**src/rtl/des_pkg.sv**
```systemverilog
// -----------------------------------------------------------------------------
// des_pkg
// Shared DES constants and helpers used by the iterative DES core:
//   - FSM state enum
//   - IP, FP, E, P, PC-1 and PC-2 index tables (FIPS 46-3 numbering, 1 = MSB)
//   - per-round key rotation schedule SHIFTS[1:16]
//   - S-box tables S1..S8
//   - permutation and S-box lookup helper functions
// A W-bit vector v[W-1:0] holds FIPS bit n at index W-n.
// -----------------------------------------------------------------------------
package des_pkg;

  typedef enum logic {
    IDLE  = 1'b0,
    ROUND = 1'b1
  } state_t;

  localparam int IP_TBL [64] = '{
    58, 50, 42, 34, 26, 18, 10, 2,
    60, 52, 44, 36, 28, 20, 12, 4,
    62, 54, 46, 38, 30, 22, 14, 6,
    64, 56, 48, 40, 32, 24, 16, 8,
    57, 49, 41, 33, 25, 17,  9, 1,
    59, 51, 43, 35, 27, 19, 11, 3,
    61, 53, 45, 37, 29, 21, 13, 5,
    63, 55, 47, 39, 31, 23, 15, 7
  };

  localparam int FP_TBL [64] = '{
    40, 8, 48, 16, 56, 24, 64, 32,
    39, 7, 47, 15, 55, 23, 63, 31,
    38, 6, 46, 14, 54, 22, 62, 30,
    37, 5, 45, 13, 53, 21, 61, 29,
    36, 4, 44, 12, 52, 20, 60, 28,
    35, 3, 43, 11, 51, 19, 59, 27,
    34, 2, 42, 10, 50, 18, 58, 26,
    33, 1, 41,  9, 49, 17, 57, 25
  };

  localparam int E_TBL [48] = '{
    32,  1,  2,  3,  4,  5,
     4,  5,  6,  7,  8,  9,
     8,  9, 10, 11, 12, 13,
    12, 13, 14, 15, 16, 17,
    16, 17, 18, 19, 20, 21,
    20, 21, 22, 23, 24, 25,
    24, 25, 26, 27, 28, 29,
    28, 29, 30, 31, 32,  1
  };

  localparam int P_TBL [32] = '{
    16,  7, 20, 21, 29, 12, 28, 17,
     1, 15, 23, 26,  5, 18, 31, 10,
     2,  8, 24, 14, 32, 27,  3,  9,
    19, 13, 30,  6, 22, 11,  4, 25
  };

  localparam int PC1_TBL [56] = '{
    57, 49, 41, 33, 25, 17,  9,
     1, 58, 50, 42, 34, 26, 18,
    10,  2, 59, 51, 43, 35, 27,
    19, 11,  3, 60, 52, 44, 36,
    63, 55, 47, 39, 31, 23, 15,
     7, 62, 54, 46, 38, 30, 22,
    14,  6, 61, 53, 45, 37, 29,
    21, 13,  5, 28, 20, 12,  4
  };

  localparam int PC2_TBL [48] = '{
    14, 17, 11, 24,  1,  5,
     3, 28, 15,  6, 21, 10,
    23, 19, 12,  4, 26,  8,
    16,  7, 27, 20, 13,  2,
    41, 52, 31, 37, 47, 55,
    30, 40, 51, 45, 33, 48,
    44, 49, 39, 56, 34, 53,
    46, 42, 50, 36, 29, 32
  };

  // Left-rotation amount per encrypt round; element 1 is the leftmost.
  localparam logic [1:16][1:0] SHIFTS = {
    2'd1, 2'd1, 2'd2, 2'd2, 2'd2, 2'd2, 2'd2, 2'd2,
    2'd1, 2'd2, 2'd2, 2'd2, 2'd2, 2'd2, 2'd2, 2'd1
  };

  // Each box is stored row-major: index = row*16 + col.
  localparam logic [3:0] SBOX [8][64] = '{
    '{4'd14, 4'd4, 4'd13, 4'd1, 4'd2, 4'd15, 4'd11, 4'd8, 4'd3, 4'd10, 4'd6, 4'd12, 4'd5, 4'd9, 4'd0, 4'd7,
      4'd0, 4'd15, 4'd7, 4'd4, 4'd14, 4'd2, 4'd13, 4'd1, 4'd10, 4'd6, 4'd12, 4'd11, 4'd9, 4'd5, 4'd3, 4'd8,
      4'd4, 4'd1, 4'd14, 4'd8, 4'd13, 4'd6, 4'd2, 4'd11, 4'd15, 4'd12, 4'd9, 4'd7, 4'd3, 4'd10, 4'd5, 4'd0,
      4'd15, 4'd12, 4'd8, 4'd2, 4'd4, 4'd9, 4'd1, 4'd7, 4'd5, 4'd11, 4'd3, 4'd14, 4'd10, 4'd0, 4'd6, 4'd13},
    '{4'd15, 4'd1, 4'd8, 4'd14, 4'd6, 4'd11, 4'd3, 4'd4, 4'd9, 4'd7, 4'd2, 4'd13, 4'd12, 4'd0, 4'd5, 4'd10,
      4'd3, 4'd13, 4'd4, 4'd7, 4'd15, 4'd2, 4'd8, 4'd14, 4'd12, 4'd0, 4'd1, 4'd10, 4'd6, 4'd9, 4'd11, 4'd5,
      4'd0, 4'd14, 4'd7, 4'd11, 4'd10, 4'd4, 4'd13, 4'd1, 4'd5, 4'd8, 4'd12, 4'd6, 4'd9, 4'd3, 4'd2, 4'd15,
      4'd13, 4'd8, 4'd10, 4'd1, 4'd3, 4'd15, 4'd4, 4'd2, 4'd11, 4'd6, 4'd7, 4'd12, 4'd0, 4'd5, 4'd14, 4'd9},
    '{4'd10, 4'd0, 4'd9, 4'd14, 4'd6, 4'd3, 4'd15, 4'd5, 4'd1, 4'd13, 4'd12, 4'd7, 4'd11, 4'd4, 4'd2, 4'd8,
      4'd13, 4'd7, 4'd0, 4'd9, 4'd3, 4'd4, 4'd6, 4'd10, 4'd2, 4'd8, 4'd5, 4'd14, 4'd12, 4'd11, 4'd15, 4'd1,
      4'd13, 4'd6, 4'd4, 4'd9, 4'd8, 4'd15, 4'd3, 4'd0, 4'd11, 4'd1, 4'd2, 4'd12, 4'd5, 4'd10, 4'd14, 4'd7,
      4'd1, 4'd10, 4'd13, 4'd0, 4'd6, 4'd9, 4'd8, 4'd7, 4'd4, 4'd15, 4'd14, 4'd3, 4'd11, 4'd5, 4'd2, 4'd12},
    '{4'd7, 4'd13, 4'd14, 4'd3, 4'd0, 4'd6, 4'd9, 4'd10, 4'd1, 4'd2, 4'd8, 4'd5, 4'd11, 4'd12, 4'd4, 4'd15,
      4'd13, 4'd8, 4'd11, 4'd5, 4'd6, 4'd15, 4'd0, 4'd3, 4'd4, 4'd7, 4'd2, 4'd12, 4'd1, 4'd10, 4'd14, 4'd9,
      4'd10, 4'd6, 4'd9, 4'd0, 4'd12, 4'd11, 4'd7, 4'd13, 4'd15, 4'd1, 4'd3, 4'd14, 4'd5, 4'd2, 4'd8, 4'd4,
      4'd3, 4'd15, 4'd0, 4'd6, 4'd10, 4'd1, 4'd13, 4'd8, 4'd9, 4'd4, 4'd5, 4'd11, 4'd12, 4'd7, 4'd2, 4'd14},
    '{4'd2, 4'd12, 4'd4, 4'd1, 4'd7, 4'd10, 4'd11, 4'd6, 4'd8, 4'd5, 4'd3, 4'd15, 4'd13, 4'd0, 4'd14, 4'd9,
      4'd14, 4'd11, 4'd2, 4'd12, 4'd4, 4'd7, 4'd13, 4'd1, 4'd5, 4'd0, 4'd15, 4'd10, 4'd3, 4'd9, 4'd8, 4'd6,
      4'd4, 4'd2, 4'd1, 4'd11, 4'd10, 4'd13, 4'd7, 4'd8, 4'd15, 4'd9, 4'd12, 4'd5, 4'd6, 4'd3, 4'd0, 4'd14,
      4'd11, 4'd8, 4'd12, 4'd7, 4'd1, 4'd14, 4'd2, 4'd13, 4'd6, 4'd15, 4'd0, 4'd9, 4'd10, 4'd4, 4'd5, 4'd3},
    '{4'd12, 4'd1, 4'd10, 4'd15, 4'd9, 4'd2, 4'd6, 4'd8, 4'd0, 4'd13, 4'd3, 4'd4, 4'd14, 4'd7, 4'd5, 4'd11,
      4'd10, 4'd15, 4'd4, 4'd2, 4'd7, 4'd12, 4'd9, 4'd5, 4'd6, 4'd1, 4'd13, 4'd14, 4'd0, 4'd11, 4'd3, 4'd8,
      4'd9, 4'd14, 4'd15, 4'd5, 4'd2, 4'd8, 4'd12, 4'd3, 4'd7, 4'd0, 4'd4, 4'd10, 4'd1, 4'd13, 4'd11, 4'd6,
      4'd4, 4'd3, 4'd2, 4'd12, 4'd9, 4'd5, 4'd15, 4'd10, 4'd11, 4'd14, 4'd1, 4'd7, 4'd6, 4'd0, 4'd8, 4'd13},
    '{4'd4, 4'd11, 4'd2, 4'd14, 4'd15, 4'd0, 4'd8, 4'd13, 4'd3, 4'd12, 4'd9, 4'd7, 4'd5, 4'd10, 4'd6, 4'd1,
      4'd13, 4'd0, 4'd11, 4'd7, 4'd4, 4'd9, 4'd1, 4'd10, 4'd14, 4'd3, 4'd5, 4'd12, 4'd2, 4'd15, 4'd8, 4'd6,
      4'd1, 4'd4, 4'd11, 4'd13, 4'd12, 4'd3, 4'd7, 4'd14, 4'd10, 4'd15, 4'd6, 4'd8, 4'd0, 4'd5, 4'd9, 4'd2,
      4'd6, 4'd11, 4'd13, 4'd8, 4'd1, 4'd4, 4'd10, 4'd7, 4'd9, 4'd5, 4'd0, 4'd15, 4'd14, 4'd2, 4'd3, 4'd12},
    '{4'd13, 4'd2, 4'd8, 4'd4, 4'd6, 4'd15, 4'd11, 4'd1, 4'd10, 4'd9, 4'd3, 4'd14, 4'd5, 4'd0, 4'd12, 4'd7,
      4'd1, 4'd15, 4'd13, 4'd8, 4'd10, 4'd3, 4'd7, 4'd4, 4'd12, 4'd5, 4'd6, 4'd11, 4'd0, 4'd14, 4'd9, 4'd2,
      4'd7, 4'd11, 4'd4, 4'd1, 4'd9, 4'd12, 4'd14, 4'd2, 4'd0, 4'd6, 4'd10, 4'd13, 4'd15, 4'd3, 4'd5, 4'd8,
      4'd2, 4'd1, 4'd14, 4'd7, 4'd4, 4'd10, 4'd8, 4'd13, 4'd15, 4'd12, 4'd9, 4'd0, 4'd3, 4'd5, 4'd6, 4'd11}
  };

  function automatic logic [63:0] perm_ip(input logic [63:0] x);
    logic [63:0] y;
    for (int i = 0; i < 64; i++) y[6'(63 - i)] = x[6'(64 - IP_TBL[i])];
    return y;
  endfunction

  function automatic logic [63:0] perm_fp(input logic [63:0] x);
    logic [63:0] y;
    for (int i = 0; i < 64; i++) y[6'(63 - i)] = x[6'(64 - FP_TBL[i])];
    return y;
  endfunction

  function automatic logic [55:0] perm_pc1(input logic [63:0] x);
    logic [55:0] y;
    for (int i = 0; i < 56; i++) y[6'(55 - i)] = x[6'(64 - PC1_TBL[i])];
    return y;
  endfunction

  function automatic logic [47:0] perm_pc2(input logic [55:0] x);
    logic [47:0] y;
    for (int i = 0; i < 48; i++) y[6'(47 - i)] = x[6'(56 - PC2_TBL[i])];
    return y;
  endfunction

  function automatic logic [47:0] perm_e(input logic [31:0] x);
    logic [47:0] y;
    for (int i = 0; i < 48; i++) y[6'(47 - i)] = x[5'(32 - E_TBL[i])];
    return y;
  endfunction

  function automatic logic [31:0] perm_p(input logic [31:0] x);
    logic [31:0] y;
    for (int i = 0; i < 32; i++) y[5'(31 - i)] = x[5'(32 - P_TBL[i])];
    return y;
  endfunction

  // Row is formed from the outer bits, column from the inner four.
  function automatic logic [3:0] sbox_lookup(input logic [2:0] box, input logic [5:0] six);
    return SBOX[box][{six[5], six[0], six[4:1]}];
  endfunction

  // Rotation amount for a round. Decrypt walks the schedule backwards, so
  // round 1 uses C16/D16 (== C0/D0) unrotated and later rounds rotate right.
  function automatic logic [1:0] shift_amt(input logic [4:0] round, input logic dec);
    if (round == 5'd0 || round > 5'd16) return 2'd0;
    if (dec && round == 5'd1)           return 2'd0;
    return SHIFTS[round];
  endfunction

  // Rotate a 28-bit key half; "left" moves bits toward FIPS bit 1 (the MSB).
  function automatic logic [27:0] rot28(input logic [27:0] c, input logic [1:0] amt,
                                        input logic right);
    case (amt)
      2'd1:    return right ? {c[0], c[27:1]}   : {c[26:0], c[27]};
      2'd2:    return right ? {c[1:0], c[27:2]} : {c[25:0], c[27:26]};
      default: return c;
    endcase
  endfunction

endpackage

```
**src/rtl/des_f.sv**
```systemverilog
// -----------------------------------------------------------------------------
// des_f
// Combinational DES round function f(R, K): expansion E, subkey XOR,
// S-boxes S1..S8 and permutation P.
// Ports:
//   i_r [31:0]  right half R (FIPS bit 1 = MSB)
//   i_k [47:0]  round subkey Ki
//   o_f [31:0]  f(R, Ki)
// -----------------------------------------------------------------------------
module des_f
  import des_pkg::*;
(
  input  logic [31:0] i_r,
  input  logic [47:0] i_k,
  output logic [31:0] o_f
);

  logic [47:0] w_x;
  logic [31:0] w_s;

  assign w_x = perm_e(i_r) ^ i_k;

  // Six-bit groups from the MSB end feed S1 first; S1's nibble lands at the MSB.
  always_comb begin
    // NOTE: every bit of w_s is given a default before the loop so no path
    // leaves it unassigned, which keeps this purely combinational (no latch).
    w_s = '0;
    for (int s = 0; s < 8; s++) begin
      w_s[5'(31 - 4 * s) -: 4] = sbox_lookup(3'(s), w_x[6'(47 - 6 * s) -: 6]);
    end
  end

  assign o_f = perm_p(w_s);

endmodule

```
**src/rtl/des_iter_core.sv**
```systemverilog
// -----------------------------------------------------------------------------
// des_iter_core
// Iterative DES block cipher: one Feistel round per clock, 16 rounds per
// block, with on-the-fly key schedule (PC-1, rotations, PC-2) and IP/FP.
// Ports:
//   clk       clock, all state changes on the rising edge
//   rst       synchronous active-high reset
//   start     request one block; sampled only in IDLE
//   decrypt   0 = encrypt, 1 = decrypt; sampled with start
//   key_in    64-bit key incl. parity (parity ignored); sampled with start
//   data_in   64-bit input block; sampled with start
//   busy      high while rounds execute
//   done      one-cycle pulse; data_out valid from this cycle on
//   data_out  result block, held until the next done
// Vectors are read as hex values whose leftmost bit is FIPS bit 1.
// -----------------------------------------------------------------------------
module des_iter_core
  import des_pkg::*;
(
  input  logic        clk,
  input  logic        rst,
  input  logic        start,
  input  logic        decrypt,
  input  logic [64:1] key_in,
  input  logic [64:1] data_in,
  output logic        busy,
  output logic        done,
  output logic [64:1] data_out
);

  state_t      r_state;
  logic [4:0]  r_round;
  logic        r_mode;
  logic [31:0] r_l;
  logic [31:0] r_r;
  logic [27:0] r_c;
  logic [27:0] r_d;
  logic        r_done;
  logic [63:0] r_data_out;

  logic [1:0]  w_amt;
  logic [27:0] w_c_rot;
  logic [27:0] w_d_rot;
  logic [47:0] w_k;
  logic [31:0] w_f;
  logic [31:0] w_r_next;
  logic        w_round_ok;

  // Key schedule for the current round: rotate C/D, then select Ki with PC-2.
  assign w_amt    = shift_amt(r_round, r_mode);
  assign w_c_rot  = rot28(r_c, w_amt, r_mode);
  assign w_d_rot  = rot28(r_d, w_amt, r_mode);
  assign w_k      = perm_pc2({w_c_rot, w_d_rot});

  des_f u_f (
    .i_r (r_r),
    .i_k (w_k),
    .o_f (w_f)
  );

  assign w_r_next   = r_l ^ w_f;
  assign w_round_ok = (r_round >= 5'd1) && (r_round <= 5'd16);

  // NOTE: all state below is updated with non-blocking assignments so every
  // register samples the pre-edge values; L <= R and R <= L^f rely on this.
  always_ff @(posedge clk) begin
    if (rst) begin
      r_state    <= IDLE;
      r_round    <= '0;
      r_mode     <= 1'b0;
      r_l        <= '0;
      r_r        <= '0;
      r_c        <= '0;
      r_d        <= '0;
      r_done     <= 1'b0;
      r_data_out <= '0;
    end else begin
      r_done <= 1'b0;
      case (r_state)
        IDLE: begin
          r_round <= '0;
          if (start) begin
            {r_l, r_r} <= perm_ip(data_in);
            {r_c, r_d} <= perm_pc1(key_in);
            r_mode     <= decrypt;
            r_round    <= 5'd1;
            r_state    <= ROUND;
          end
        end
        ROUND: begin
          if (w_round_ok) begin
            r_l <= r_r;
            r_r <= w_r_next;
            r_c <= w_c_rot;
            r_d <= w_d_rot;
            if (r_round == 5'd16) begin
              // Final round: output is FP of the swapped halves R16 || L16.
              r_data_out <= perm_fp({w_r_next, r_r});
              r_done     <= 1'b1;
              r_round    <= '0;
              r_state    <= IDLE;
            end else begin
              r_round <= r_round + 5'd1;
            end
          end else begin
            r_round <= '0;
            r_state <= IDLE;
          end
        end
        default: begin
          r_round <= '0;
          r_state <= IDLE;
        end
      endcase
    end
  end

  assign busy     = (r_state == ROUND);
  assign done     = r_done;
  assign data_out = r_data_out;

endmodule

```
**config.mk**
```make
export PLATFORM = sky130hd
export DESIGN_NAME = des_iter_core
export DESIGN_NICKNAME = d
export VERILOG_FILES = /design/src/rtl/des_pkg.sv /design/src/rtl/des_f.sv /design/src/rtl/des_iter_core.sv
export SDC_FILE = /design/constraint.sdc
export NUM_CORES = 1
export LEC_CHECK = 0
export ABC_AREA = 1
export CAP_MARGIN = 30
export CORE_ASPECT_RATIO = 2
export CORE_MARGIN = 2
export CORE_UTILIZATION = 51
export CTS_BUF_LIST = sky130_fd_sc_hd__clkbuf_16
export DETAILED_ROUTE_END_ITERATION = 16
export PLACE_DENSITY = 0.95
export SYNTH_ARGS = -nofsm -noshare
export SYNTH_HDL_FRONTEND = slang
export SYNTH_SLANG_ARGS = --single-unit
```
**constraint.sdc**
```tcl
create_clock -name clk -period 9.45 [get_ports clk]
set_input_delay 0.945 -clock clk [delete_from_list [all_inputs] [get_ports clk]]
set_output_delay 0.945 -clock clk [all_outputs]
set_load 0.05 [all_outputs]
```
==> flow_summary.json <==
{
  "arrival_ns": 4.19,
  "finalSetupViolCount": 0,
  "synth_cells": 889,
  "worstMarginPinSlew_ns": 0.7635,
  "initial_core_util": 0.5222,
  "slowest_stage": "ha_1",
  "p_total_mw": 1.200,
  "portBuffers": 49,
  "antenna_found_initial": 0,
  "insertion_delay_ns": 0.35,
  "stdcell_area_sq_um": 6655,
  "num_vias": 6097,
  "clockBufferDepth": 2,
  "wl_mm": 16.34,
  "max_freq_ghz": 0.2557,
  "reg2reg_from": "r_round[0]",
  "nets": 1080,
  "maxSlewHeadroom": 0.4879,
  "cp.required_ns": 9.73,
  "yosysUniqueCellTypes": 37,
  "htreeDepth": 3,
  "ios": 198,
  "tritoncts": "built",
  "dieArea_sq_um": 12560,
  "power_density_nw_per_um2": 180.3,
  "slowest_delay_ns": 0.52,
  "hp-class": "flip-flop to flip-flop",
  "wl_per_cell_um": 15.33,
  "hpwl_mm": 11.60,
  "r2r_cells": 21,
  "grt_pass1_wl_mm": 26.10,
  "ys_seq_area_frac": 0.2667,
  "crit_family": "adder cells",
  "path_max_fanout": 36,
  "final_common_cell": "nand2_1",
  "cap_viol_max_count": 0,
  "crit_top_cell": "nand3_1",
  "crit_start": "r_round[0]",
  "crit_buf_inv": 4,
  "fp.dieH_um": 156.5,
  "num_rows": 55,
  "syn-cell-area_sq_um": 5929,
  "synthArstFlopShare": 0,
  "final_cells": 1066,
  "clock_skew_ns": 0.006634,
  "finalCriticalPeriod_ns": 3.911,
  "place_area_sq_um": 6295,
  "status": "finished clean",
  "chipWidth_um": 80.25,
  "synth_flop_cell": "dfxtp_1",
  "whs_path_depth": 2,
  "antenna_left": 0,
  "setup_tns_ns": 0,
  "yosys_warnings": 0,
  "final-hold-violation-count": 0,
  "crit_type": "flip-flop to flip-flop",
  "slew_violations": 0,
  "clock-sinks": 79,
  "drive_above_1_share": 0.08658,
  "postCtsHoldBufs": 0,
  "syn2layout_area_growth_pct": 12.24,
  "grt_overflow": 0,
  "crit_chain": "ha_1 -> inv_1 -> ha_1 -> nor3_1 -> a21oi_1 -> nand3_1 -> ha_1 -> inv_4 -> nand3_1 -> nand2_2 -> inv_2 -> ha_1 -> inv_1 -> nand3_1 -> nand2_1 -> nand2_1 -> nand3_1 -> nand3_1 -> nand3_1 -> nand3_1 -> a21oi_1",
  "synth_edf_count": 0,
  "drt-vias-per-instance": 5.720,
  "postCtsSetupBuffers": 0,
  "cp_num_cells": 21,
  "grt_max_degree": 37,
  "ir_worst_vdd_mv": 0.1423,
  "path_clk_slew_ns": 0.06,
  "rsz0062_at_grt": "false",
  "r2r_slack_ns": 5.54,
  "drt-pass1-iter-count": 7,
  "numCtsBuffers": 9,
  "antenna_cells": 0,
  "core_sq_um": 11350,
  "cp-end-kind": "flip-flop",
  "rr_endpoint": "r_r[3]",
  "cp-start-kind": "flip-flop",
  "fin_crit_sh": 0.4139,
  "endpoint": "r_r[3]",
  "p_leak_nw": 2.947,
  "whs_ns": 0.4468,
  "drc": 0,
  "gp_congestion": 0.9427,
  "dp.cells": 1049,
  "synth_seq_cells": 79,
  "cts_root_buf": "clkbuf_16",
  "cts_resized": 0,
  "fillerInstances": 970,
  "grt_pass1_vias": 5753,
  "grt_usage": 0.2661,
  "drt_iter0_drc": 458,
  "avgSynthCellArea_sq_um": 6.670,
  "most-common-layout-cells": "nand2_1, nand3_1, inv_1, dfxtp_1, a21oi_1"
}
[state kept, by name, summed over array words and instances (netlist names)]
| signal | count |
|---|---|
| r_d | 28 |
| r_r | 20 |
| data_out | 16 |
| r_l | 7 |
| r_round | 5 |
| busy | 1 |
| done | 1 |
| r_mode | 1 |
[synthesized netlist by cell type (2+ instances only)]
cell type	n	share of area
buf_2	6	0.0051
buf_4	50	0.063
nand2_1	195	0.12
xor2_1	7	0.010
o211ai_1	11	0.014
nand3_1	169	0.14
nand3b_1	7	0.0089
o32ai_1	12	0.018
a211oi_1	4	0.0051
dfxtp_1	79	0.27
nor3_1	2	0.0017
inv_1	103	0.065
o21ai_1	7	0.0059
o31ai_1	4	0.0051
o21ai_2	9	0.013
o21ai_0	46	0.039
nor2_1	17	0.011
clkbuf_1	24	0.015
ha_1	29	0.061
xor2_2	6	0.016
nand2_4	2	0.0038
inv_2	11	0.0070
a21oi_1	52	0.044
buf_6	4	0.0076
nand3_2	9	0.015
nand2_2	12	0.013
o21ai_4	2	0.0055
[per-layer routing]
| metal | vias up | GRT usage | part of all wire |
|---|---|---|---|
| li1 | 2888 | - | - |
| met1 | 2781 | 0.2524 | 0.33 |
| met2 | 333 | 0.4746 | 0.52 |
| met3 | 95 | 0.05594 | 0.074 |
| met4 | 0 | 0.2163 | 0.077 |
| met5 | - | 0 | 0 |
[stage by stage]
step | util | setup WS, ns
2_1_floorplan | - | 6.238
6_report | 0.5861 | 5.539
3_3_place_gp | 0.5526 | 5.732
5_1_grt | 0.5861 | 5.286
3_5_place_dp | 0.5544 | 5.628
4_1_cts | 0.5848 | 5.606
[worst reg2reg max path, cell delays in order, from the launching register on]
cell,delay (ns)
dfxtp_1,0.36
ha_1,0.24
inv_1,0.06
ha_1,0.14
nor3_1,0.04
a21oi_1,0.19
nand3_1,0.13
ha_1,0.52
inv_4,0.46
nand3_1,0.17
nand2_2,0.21
inv_2,0.11
ha_1,0.34
inv_1,0.11
nand3_1,0.10
nand2_1,0.09
nand2_1,0.05
nand3_1,0.07
nand3_1,0.11
nand3_1,0.13
nand3_1,0.08
a21oi_1,0.14
[worst min-delay path by stage]
stage | from | slack [ns] | endpoint
after floorplan | r_r[21] | 0.44 | r_r[21]
after global placement | data_out[20] | 0.43 | data_out[20]
after detailed placement | data_out[8] | 0.44 | data_out[8]
after CTS | data_out[8] | 0.45 | data_out[8]
after global routing | data_out[8] | 0.47 | data_out[8]
final | data_out[8] | 0.45 | data_out[8]
[cell families (layout without fill, tap and decap cells)]
| family | after synthesis | count (layout) | share of synthesized area |
|---|---|---|---|
| flip-flops | 79 | 79 | 0.2667 |
| buffers and inverters | 202 | 190 | 0.1682 |
| other | 1 | 48 | 0.0006324 |
| AO/OA/AOI/OAI | 148 | 148 | 0.1511 |
| XOR/XNOR | 15 | 15 | 0.03102 |
| AND/OR/NAND/NOR | 415 | 415 | 0.3212 |
| adder cells (fa/ha/maj) | 29 | 29 | 0.06119 |
[power by group]
| group | total [mW] | switching, mW | internal [mW] |
|---|---|---|---|
| clock | 0.405 | 0.147 | 0.259 |
| sequential | 0.370 | 0.0176 | 0.353 |
| combinational | 0.424 | 0.294 | 0.131 |
| total | 1.20 | 0.458 | 0.742 |
[cell type report]
| class | count | area [sq um] | area share |
|---|---|---|---|
| flip-flops and latches | 79 | 1582 | 0.2376 |
| repair buffers | 58 | 578.1 | 0.08686 |
| clock buffers | 9 | 225.2 | 0.03384 |
| clock inverters | 7 | 120.1 | 0.01805 |
| multi-input cells | 655 | 3535 | 0.5311 |
| inverters | 116 | 437.9 | 0.06580 |
| well taps | 142 | 177.7 | 0.02670 |
Note: power is estimated with default switching activity, not from simulation.
